### config.mk
export PLATFORM = sky130hd
export DESIGN_NAME = mem_stage
export DESIGN_NICKNAME = d
export VERILOG_FILES = /design/src/rtl/cpu_defs.sv /design/src/rtl/load_align.sv /design/src/rtl/mem_stage.sv
export SDC_FILE = /design/constraint.sdc
export NUM_CORES = 1
export LEC_CHECK = 0
export ABC_AREA = 1
export CORE_MARGIN = 1
export CORE_UTILIZATION = 41
export DETAILED_ROUTE_END_ITERATION = 7
export PLACE_DENSITY = 0.89
export SLEW_MARGIN = 0
export SYNTH_ARGS = -nofsm -noshare
export SYNTH_HDL_FRONTEND = slang
export SYNTH_SLANG_ARGS = --single-unit
### constraint.sdc
create_clock -name clk -period 3.59 [get_ports clk]
set_input_delay 0.8975 -clock clk [delete_from_list [all_inputs] [get_ports clk]]
set_output_delay 0.8975 -clock clk [all_outputs]
set_load 0.03 [all_outputs]
### src/rtl/cpu_defs.sv
// Shared CPU definitions: memory opcodes, MEM-stage state encoding and opcode classifiers.
package cpu_defs;

   localparam logic [5:0] OP_NOP = 6'h00;
   localparam logic [5:0] OP_LB  = 6'h20;
   localparam logic [5:0] OP_LW  = 6'h23;
   localparam logic [5:0] OP_LBU = 6'h24;
   localparam logic [5:0] OP_SB  = 6'h28;
   localparam logic [5:0] OP_SW  = 6'h2B;

   typedef enum logic [1:0] {
      MS_IDLE = 2'd0,
      MS_WAIT = 2'd1,
      MS_DONE = 2'd2
   } ms_state_t;

   function automatic logic is_load(input logic [5:0] op);
      return (op == OP_LW) || (op == OP_LB) || (op == OP_LBU);
   endfunction

   function automatic logic is_store(input logic [5:0] op);
      return (op == OP_SW) || (op == OP_SB);
   endfunction

   // Only word accesses carry an alignment constraint; byte accesses never fault.
   function automatic logic is_word_op(input logic [5:0] op);
      return (op == OP_LW) || (op == OP_SW);
   endfunction

endpackage

### src/rtl/load_align.sv
// Byte lane select and extension of a 32-bit memory word for byte loads.
module load_align (
   input  logic [31:0] rdata,
   input  logic [1:0]  a,
   input  logic        sign,
   output logic [31:0] result
);

   logic [7:0] lane;

   always_comb begin
      case (a)
         2'd0:    lane = rdata[7:0];
         2'd1:    lane = rdata[15:8];
         2'd2:    lane = rdata[23:16];
         default: lane = rdata[31:24];
      endcase
      result = {{24{sign & lane[7]}}, lane};
   end

endmodule

### src/rtl/mem_stage.sv
// MEM pipeline stage: drives loads/stores onto a req/ack data port, stalls upstream while busy.
//
// state   | meaning
// IDLE    | no access outstanding; pass-through, launch, or drop misaligned/aborted op
// WAIT    | request held, counting toward timeout
// DONE    | access complete; emit result to MEM_WB
module mem_stage
   import cpu_defs::*;
#(
   parameter int         TIMEOUT = 16,
   parameter logic [5:0] NOP_OP  = OP_NOP
) (
   input  logic        clk,
   input  logic        rst,
   input  logic [5:0]  op_ex,
   input  logic        ife_ex,
   input  logic [4:0]  Ri_ex,
   input  logic [31:0] alu_ex,
   input  logic [31:0] st_ex,
   input  logic [31:0] dmem_rdata,
   input  logic        dmem_ack,
   output logic        dmem_req,
   output logic        dmem_we,
   output logic [31:0] dmem_addr,
   output logic [3:0]  dmem_be,
   output logic [31:0] dmem_wdata,
   output logic [5:0]  op_mem,
   output logic        ife_mem,
   output logic [4:0]  Ri_mem,
   output logic [31:0] write_mem,
   output logic        stall_mem,
   output logic        err_mem
);

   localparam int            CW       = $clog2(TIMEOUT + 1);
   localparam logic [CW-1:0] CNT_LAST = CW'(TIMEOUT - 1);

   ms_state_t     state, state_nx;
   logic [CW-1:0] cnt;
   logic [31:0]   rdata_q;
   logic          abort_q;

   logic          ld, stv, mem_op, misalign, start, tmo, capture, bubble;
   logic [31:0]   byte_val, ld_val;

   assign ld       = is_load(op_ex);
   assign stv      = is_store(op_ex);
   assign mem_op   = ld | stv;
   assign misalign = is_word_op(op_ex) && (alu_ex[1:0] != 2'b00);
   assign start    = (state == MS_IDLE) && !abort_q && mem_op && !misalign;
   assign tmo      = (state == MS_WAIT) && !dmem_ack && (cnt == CNT_LAST);
   assign capture  = dmem_ack && (start || (state == MS_WAIT));

   assign dmem_we    = stv;
   assign dmem_addr  = {alu_ex[31:2], 2'b00};
   assign dmem_be    = (op_ex == OP_SB) ? (4'b0001 << alu_ex[1:0]) : 4'hF;
   assign dmem_wdata = (op_ex == OP_SB) ? {4{st_ex[7:0]}} : st_ex;

   load_align u_load_align (
      .rdata  (rdata_q),
      .a      (alu_ex[1:0]),
      .sign   (op_ex == OP_LB),
      .result (byte_val)
   );

   assign ld_val = (op_ex == OP_LW) ? rdata_q : byte_val;

   always_ff @(posedge clk) begin
      if (rst) state <= MS_IDLE;
      else     state <= state_nx;
   end

   always_comb begin
      state_nx = state;
      case (state)
         MS_IDLE: if (start) state_nx = dmem_ack ? MS_DONE : MS_WAIT;
         MS_WAIT: begin
            if (dmem_ack)  state_nx = MS_DONE;
            else if (tmo)  state_nx = MS_IDLE;
         end
         MS_DONE: state_nx = MS_IDLE;
         default: state_nx = MS_IDLE;
      endcase
   end

   // The request cycle in IDLE counts toward the timeout, so cnt leaves IDLE at 1.
   always_ff @(posedge clk) begin
      if (rst) begin
         cnt     <= '0;
         rdata_q <= '0;
         err_mem <= 1'b0;
         abort_q <= 1'b0;
      end else begin
         abort_q <= tmo;
         if (start && !dmem_ack)    cnt <= CW'(1);
         else if (state == MS_WAIT) cnt <= cnt + 1'b1;
         else                       cnt <= '0;
         if (capture) rdata_q <= dmem_rdata;
         if (tmo || ((state == MS_IDLE) && !abort_q && mem_op && misalign))
            err_mem <= 1'b1;
      end
   end

   always_comb begin
      dmem_req  = 1'b0;
      stall_mem = 1'b0;
      bubble    = 1'b0;
      op_mem    = op_ex;
      ife_mem   = ife_ex;
      Ri_mem    = Ri_ex;
      write_mem = alu_ex;
      if (rst) begin
         bubble = 1'b1;
      end else begin
         case (state)
            MS_IDLE: begin
               if (abort_q || mem_op) bubble = 1'b1;
               if (start) begin
                  dmem_req  = 1'b1;
                  stall_mem = 1'b1;
               end
            end
            MS_WAIT: begin
               bubble    = 1'b1;
               dmem_req  = 1'b1;
               stall_mem = 1'b1;
            end
            MS_DONE: begin
               ife_mem   = ife_ex & ld;
               write_mem = ld ? ld_val : alu_ex;
            end
            default: bubble = 1'b1;
         endcase
      end
      if (bubble) begin
         op_mem    = NOP_OP;
         ife_mem   = 1'b0;
         Ri_mem    = 5'd0;
         write_mem = 32'd0;
      end
   end

endmodule

# Word level (Yosys, flattened, before mapping)
# Index checks and enable logic that the tools add are counted.
# Widths: inputs -> output; s select.
[op_classes]
add_sub_neg = 1
n_reduce_logical = 24
mux = 26
n_shift = 1
n_bitwise = 4
eq_ne = 12
[ops]
columns = ["operator", "n"]
rows = [
  ["$mux 32", 6],
  ["$eq 6x6->1 const B", 5],
  ["$pmux 8 s3", 1],
  ["$logic_and 1x1->1", 9],
  ["$mux 1", 9],
  ["$mux 2", 4],
  ["$logic_or 1x1->1", 7],
  ["$mux 6", 1],
  ["$add 5x1->5 const B", 1],
  ["$eq 5x4->1 const B", 1],
  ["$mux 5", 1],
  ["$eq 2x1->1 const B", 2],
  ["$eq 2x2->1 const B", 2],
  ["$logic_not 2->1", 2],
  ["$mux 4", 1],
  ["$pmux 1 s2", 2],
  ["$pmux 2 s2", 1],
  ["$shl 1x2->4 const A", 1],
  ["$logic_not 1->1", 3],
  ["$ne 3x3->1 const B", 1],
  ["$reduce_or 3->1", 1],
  ["$and 1x1->1", 2],
  ["$ne 2x2->1 const B", 1],
  ["$reduce_and 2->1", 1],
  ["3 further kinds", 3],
]
[word_totals]
wordCells = 74
inputBits = 111
output_inout_bits = 116
regBits = 41

# Logic depth before layout (Yosys ltp)
# Gate-level depths: netlist (run 1).
[depth]
ltp_word = 9
mapped_depth = 12
mapped_depth_nobuf = 10

# Hierarchy
# A second synthesis (run 1) with hierarchy kept.
[hier_totals]
hier_cells = 666
hier_area_um2 = 3788.6
[modules_own_cells]
columns = ["mod", "area_each_um2", "cells_each", "n_inst", "seq_area_each_um2"]
rows = [
  ["mem_stage", 3388.2, 592, 1, 820.8],
  ["load_align", 400.4, 74, 1, 0.0],
]

# Worst setup path before layout (run 1)
# Ideal clock, no wire load.
[synth_timing]
path_type = "input to output"
from = "input op_ex[4]"
to = "output write_mem[29]"
t_required_ns = 2.693
arrival_time_ns = 2.254
setup_slack_ns = 0.438
n_path_buf = 1
stages = 10
path_cell_list = "inv_2 > nand2_1 > nor2_2 > nand2_2 > nand2_2 > nand2_1 > inv_2 > buf_2 > o21ai_1 > a21oi_1"
[synth_via]
elab_chain_cells = 9
word_cells_on_any_way = 19
cone_classes = "eq/ne (5); mux (8); bitwise (2); reduce/logical (4)"
[synth_rtl]
columns = ["item", "line", "source"]
rows = [
  ["from (decl)", "mem_stage.sv:15", "input logic [5:0] op_ex,"],
  ["$eq 6x6->1 (on tied branches)", "cpu_defs.sv:18, mem_stage.sv:66, mem_stage.sv:62", ""],
  ["$logic_or 1x1->1 (2 in a row)", "cpu_defs.sv:18", "return (op == OP_LW) || (op == OP_LB) || (op == OP_LBU);"],
  ["$or 1x1->1", "mem_stage.sv:48", "assign mem_op = ld | stv;"],
  ["$logic_or 1x1->1", "mem_stage.sv:117", "if (abort_q || mem_op) bubble = 1'b1;"],
  ["$mux 1", "mem_stage.sv:117", ""],
  ["$pmux 1 s2", "mem_stage.sv:115", "case (state)"],
  ["$mux 1", "mem_stage.sv:112", "if (rst) begin"],
  ["$mux 32 *", "mem_stage.sv:135", "if (bubble) begin"],
  ["to (decl)", "mem_stage.sv:30", "output logic [31:0] write_mem,"],
]
# Every way passes the cells marked *; elsewhere a longest branch is shown, timed or not.

# Worst setup path after layout (run 1)
[layout_timing]
from = "input alu_ex[0]"
to = "output write_mem[19]"
[layout_via]
elab_chain_cells = 8
word_cells_on_any_way = 10
cone_classes = "eq/ne (2); mux (6); bitwise (1); reduce/logical (1)"
[layout_rtl]
columns = ["item", "line", "source"]
rows = [
  ["from (decl)", "mem_stage.sv:18", "input logic [31:0] alu_ex,"],
  ["$eq 2x2->1, or another cell as far along", "load_align.sv:12", "case (a)"],
  ["$pmux 8 s3 *", "load_align.sv:12", ""],
  ["$and 1x1->1 *", "load_align.sv:18", "result = {{24{sign & lane[7]}}, lane};"],
  ["$mux 32 *", "mem_stage.sv:66", "assign ld_val = (op_ex == OP_LW) ? rdata_q : byte_val;"],
  ["$mux 32 *", "mem_stage.sv:130", "write_mem = ld ? ld_val : alu_ex;"],
  ["$mux 32 *", "mem_stage.sv:115", ""],
  ["$mux 32 *", "mem_stage.sv:112", ""],
  ["$mux 32 *", "mem_stage.sv:135", ""],
]
# Marked as above.

==> metrics.csv, run 1 <==
metric,value,unit
avgSynthCellArea,6.17,um^2
worstPathRequired,2690,ps
fin_nets,904,
ys_types,37,
hold_path_class,flip-flop to flip-flop,
gr-total-overflow,0,
synthArstFlopShare,0,%
antenna_found_initial,0,
synthTopCellsByCount,"nand2_1 (126), nor2_1 (64), inv_1 (61), a21oi_1 (54), o21ai_0 (54)",
synth_area,3720,um^2
clockBufferDepth,2,
ys_top_cells_by_area,"dfxtp_1 (22%), nand2_1 (13%), buf_4 (9.1%)",
fin_ws,157,ps
fin_crit_sh,95.6,%
slew_headroom,64.8,%
dr_total_vias,4499,
synth_seq_area_share,22.1,%
core_area,8760,um^2
grt_pass1_vias,4202,
h-tree-depth,2,
grt_usage,27.2,%
grt_pass1_wl,21000,um
start_util,42.5,%
via_per_inst,5.00,
setup_viol,0,
worstSkewPairLatency,290,ps
tightest_slew,528,ps
cts.sinks,41,
antennaDiodeCount,0,
maxCapViolations,0,
hold_viol_final,0,
place_inst,890,
path_clk_slew,70,ps
drc,0,
power.density,239,nW/um^2
syn_inst,603,
hold_ws,479,ps
critPathArrivalTime,2540,ps
ys.flop_type,dfxtp_1,
grtUsageMet1,34.7,%
port_buffers,224,
io_pins,227,
wl_per_cell,14.7,um
crit_type,primary input to primary output,
ys_ff_latch,41,
clock.fmax,0.291,GHz
use_met3,3.74,%
final_util,67.9,%
wl,13200,um
final_area,5950,um^2
drive_gt1_share,25.8,%
cp-start-kind,primary input,
skew,4.92,ps
use_met2,48.0,%
place_ws,-115,ps
drv_slew,0,
cts-root-buf,clkbuf_8,
drt_iter0_markers,144,
synth.most_common_cell,nand2_1,
die_w,97.3,um
dr.pass1.iters,5,
grt_max_degree,66,
die_h,97.3,um
numCtsBuffers,5,
vdd_drop_max,0.260,mV
place_congestion,0.966,
synth_edf_count,0,
fin_cells,899,
rows,34,
setup.worst_path.end_class,primary output,
cts_hold_buf,0,
status,completed,
yosys.area.top_type,dfxtp_1,
leakage,2.80,nW
yosys_warnings,0,
top_usage_layer,met2,
rsz0062_at_grt,false,
period_minus_slack,3430,ps
synth_top_cell_area_share,22.1,%
cts_tree,done,
area.growth.synth_to_final,59.8,%
worstPathMaxFanout,7,
post_dp_cell_area,5720,um^2
drt.antenna.violating_nets,0,
place_hpwl,10700,um
dieArea,9460,um^2
cell families after synthesis:
logic type	after synthesis	synth area share, %
XOR/XNOR	1	0.235
AND/OR/NAND/NOR	273	35.4
other	1	0.101
AO/OA/AOI/OAI	135	19.8
adder cells (fa/ha/maj)	2	0.672
buffers and inverters	150	21.8
flip-flops	41	22.1
where the power goes:
group	internal [mW]	total [mW]	switching (mW)
clock	0.152	0.295	0.142
combinational	0.288	0.640	0.352
sequential	0.470	0.486	0.0154
placed cells by master (no fill, tap or decap), drive strengths merged, types with 2 or more instances in the layout:
| cell | instances |
|---|---|
| o21ai | 62 |
| nor2 | 69 |
| nand3 | 46 |
| nor3 | 3 |
| ha | 2 |
| o211ai | 2 |
| o22ai | 2 |
| or2 | 6 |
| dfxtp | 41 |
| nand4 | 2 |
| clkdlybuf4s50 | 140 |
| clkbuf | 8 |
| buf | 106 |
| conb | 2 |
| a21oi | 64 |
| inv | 73 |
| dlymetal6s2s | 8 |
| nand2 | 146 |
what timing repair did:
item | in CTS | in global routing
gates resized for setup | 6 | 31
pin swaps | 0 | 9
buffers inserted | 0 | 1
endpoints found under the setup margin | 15 | 44
gates cloned | 0 | 1
registers in the layout, summed over array words and instances (netlist names):
register / count
state: 2
err_mem: 1
abort_q: 1
rdata_q: 32
cnt: 5
area by class of cell:
| class | count | area, um^2 |
|---|---|---|
| Fill cell | 753 | 2810 |
| Timing Repair Buffer | 256 | 2460 |
| Multi-Input combinational cell | 413 | 2160 |
| Sequential cell | 41 | 821 |
| Inverter | 74 | 288 |
| Tap cell | 108 | 135 |
| Clock buffer | 7 | 86.3 |
critical path: stages:
cell,delay (ps)
dlygate4sd2_1,310
buf_4,160
nor2_2,110
nand2_1,70
o21ai_2,50
nor2_1,60
nand2_2,90
nand2_4,80
nor2_8,190
clkbuf_16,170
nand2_2,50
a21oi_2,120
buf_4,170
path summary, 6_finish.rpt:
path | depth (start not counted) | endpoint | slack [ps] | startpoint
max reg2reg | 7 | rdata_q[24] | 1940 | state[0]
max | 13 | write_mem[19] | 160 | alu_ex[0]
min reg2reg | 1 | err_mem | 480 | err_mem
min | 1 | err_mem | 480 | err_mem
per-stage QoR:
stage / TNS [ps] / total power, mW
6_report: 0 / 1.42
5_1_grt: 0 / 1.49
4_1_cts: 0 / 1.42
3_5_place_dp: -249 / 1.12
3_3_place_gp: -99.8 / 1.12
2_1_floorplan: 0 / 0.847
layer usage:
layer  up-vias  share of wire, %  wire [um]
met1      2062                43       5690
li1       2249                 -          -
met2       171                50       6590
met3        17               5.6        736
met4         0               1.7        221
met5         -                 0          0
Power figures use the tool's default switching activity.
==> run 2, diff against run 1 <==
--- a/config.mk
+++ b/config.mk
@@ -10,7 +10,7 @@
 export CORE_UTILIZATION = 41
 export DETAILED_ROUTE_END_ITERATION = 7
 export PLACE_DENSITY = 0.89
-export SLEW_MARGIN = 0
+export SLEW_MARGIN = 40
 export SYNTH_ARGS = -nofsm -noshare
 export SYNTH_HDL_FRONTEND = slang
 export SYNTH_SLANG_ARGS = --single-unit
==> results of run 2 <==
The final DEF is identical to that of run 1; final timing and power are the same.
==> run 3, diff against run 2 <==
--- a/config.mk
+++ b/config.mk
@@ -6,10 +6,11 @@
 export NUM_CORES = 1
 export LEC_CHECK = 0
 export ABC_AREA = 1
+export CAP_MARGIN = 5
 export CORE_MARGIN = 1
-export CORE_UTILIZATION = 41
+export CORE_UTILIZATION = 38
 export DETAILED_ROUTE_END_ITERATION = 7
-export PLACE_DENSITY = 0.89
+export PLACE_DENSITY = 0.84
 export SLEW_MARGIN = 40
 export SYNTH_ARGS = -nofsm -noshare
 export SYNTH_HDL_FRONTEND = slang
==> constraint.sdc (replaced) <==
create_clock -name clk -period 3.6 [get_ports clk]
set_input_delay 0.9 -clock clk [delete_from_list [all_inputs] [get_ports clk]]
set_output_delay 0.9 -clock clk [all_outputs]
set_load 0.03 [all_outputs]
==> run 3 against run 2 <==
Net effect:
- worst hold slack better by 13 ps
- global-route usage down 2.3 points
- clock skew down 2.6 ps
- routed wire length up 4.2%
- sequential share of layout area down 0.26 points
- clock power about the same
- core utilization down 3.2 points
- critical path type unchanged
- critical endpoint is now write_mem[1]
==> metrics.csv, run 3 (synthesized netlist as in run 1, its figures left out) <==
metric,value,unit
p_int,0.921,mW
drc,0,
crit_chain,clkdlybuf4s50_1 -> nor2_1 -> nand2_1 -> inv_1 -> nand2_4 -> buf_4 -> a21oi_1 -> a21oi_1 -> buf_4,
die_w,101,um
path_clk_slew,70,ps
cts_tree,done,
switching_share,35.8,%
cp_top_family,buffers and inverters,
grt_usage,24.9,%
setup.worst_path.end_class,primary output,
combinationalPowerShare,45.7,%
fill_cells,863,
p_switching,0.514,mW
largest_reg_flops,32,
dieArea,10200,um^2
drt.antenna.violating_nets,0,
clockBufferDepth,2,
fin_ws,98.6,ps
place_ws,-49.5,ps
cp_slowest_cell,clkdlybuf4s50_1,
worstPathRequired,2700,ps
setup.worst_path.end,write_mem[1],
status,completed,
port_buffers,224,
maxCapViolations,0,
grt_pass1_vias,4199,
rr_startpoint,state[0],
fin_crit_sh,97.3,%
pwr-share-seq,33.8,%
skew,2.33,ps
slew_headroom,59.4,%
place_hpwl,11100,um
hold_viol_final,0,
crit_buf_inv,4,
setup_viol,0,
worstPathMaxFanout,7,
final_util,64.7,%
h-tree-depth,2,
core_area,9370,um^2
grt_max_degree,55,
layout_commonest_cell,clkdlybuf4s50_1,
wl_per_cell,14.9,um
worstSkewPairLatency,290,ps
multi_input_area,2140,um^2
place_congestion,0.922,
final_cell_mix,"clkdlybuf4s50_1 (140), nand2_1 (123), buf_4 (92), nor2_1 (64), inv_1 (60)",
antenna_found_initial,1,
fin_nets,910,
via_per_inst,4.97,
rows,35,
leakage,2.84,nW
wl,13800,um
r2r_end,rdata_q[24],
critPathArrivalTime,2600,ps
place_inst,911,
area.growth.synth_to_final,63.0,%
cts-root-buf,clkbuf_8,
fin_tns_setup,0,ps
cp_slowest_stage_delay,570,ps
gr-total-overflow,0,
power.density,237,nW/um^2
largest-register,rdata_q,
reg2reg_setup_slack,1720,ps
dr.pass1.iters,6,
die_h,101,um
vdd_drop_max,0.221,mV
tightest_slew,608,ps
hold_path_class,flip-flop to flip-flop,
cts.sinks,41,
grt_pass1_wl,20100,um
finalPower,1.44,mW
regArea,821,um^2
start_util,39.7,%
numCtsBuffers,5,
top_regs,"rdata_q: 32 flops, cnt: 5 flops, state: 2 flops",
hold_ws,492,ps
rr_worst_depth,7,
crit_type,primary input to primary output,
post_dp_cell_area,5790,um^2
io_pins,227,
final_area,6070,um^2
clock.fmax,0.286,GHz
cp-start-kind,primary input,
period_minus_slack,3500,ps
drt_iter0_markers,202,
power_frac_clock,20.6,%
drive_gt1_share,25.1,%
crit_start,rst,
fin_cells,927,
dr_total_vias,4609,
cp_num_cells,9,
drv_slew,0,
==> run 3: cell types whose count changed in the layout (fill, tap and decap cells not counted), moves of 3 or more <==
cell     previous run  this run
inv_4               1         5
inv_2              12         7
buf_12              9        13
o21ai_1             6         9
nand2_1           120       123
nand2_2            20        16
==> run 3: worst min path at each step <==
stage                  end  depth (start not counted)        start  slack (ps)
6_report       rdata_q[20]                          2  rdata_q[20]         490
5_1_grt            err_mem                          1      err_mem         520
4_1_cts        rdata_q[18]                          2  rdata_q[18]         490
3_5_place_dp   rdata_q[20]                          2  rdata_q[20]         480
3_3_place_gp   rdata_q[31]                          2  rdata_q[31]         460
2_1_floorplan  rdata_q[31]                          2  rdata_q[31]         450
==> run 3: worst reg2reg max path, delay by kind of cell, from the launching register on <==
kind                   cells  cell delay, ps
buffers and inverters      1             240
flip-flops                 1             350
AND/OR/NAND/NOR            6            1180
==> run 3: timing repair <==
action                     CTS  global route
gates resized for setup      4            29
pin swaps                    2             8
hold buffers                 0             0
cloned                       0             1
setup buffers                3             4
setup endpoints to repair   15            44
==> run 3: power groups by stage <==
stage                     combinational (mW)  clock, mW  sequential (mW)
after floorplan                        0.358          0            0.486
after global placement                 0.630          0            0.493
after detailed placement               0.638          0            0.494
after CTS                              0.646      0.295            0.484
after global routing                   0.695      0.320            0.485
final                                  0.655      0.295            0.485
==> run 3: per-layer routing <==
metal | global-route usage [%] | vias up | part of all wire, %
met5 | 0 | - | 0
met1 | 29.3 | 2093 | 40
met2 | 45.6 | 216 | 51
met4 | 9.81 | 0 | 3.1
li1 | - | 2268 | -
met3 | 3.40 | 32 | 6.7
==> run 3: area by class of cell <==
class | count | area share, %
Antenna cell | 1 | 0.0413
Inverter | 74 | 4.87
Multi-Input combinational cell | 413 | 35.3
Clock buffer | 7 | 1.42
Tap cell | 129 | 2.66
Timing Repair Buffer | 262 | 42.2
Sequential cell | 41 | 13.5
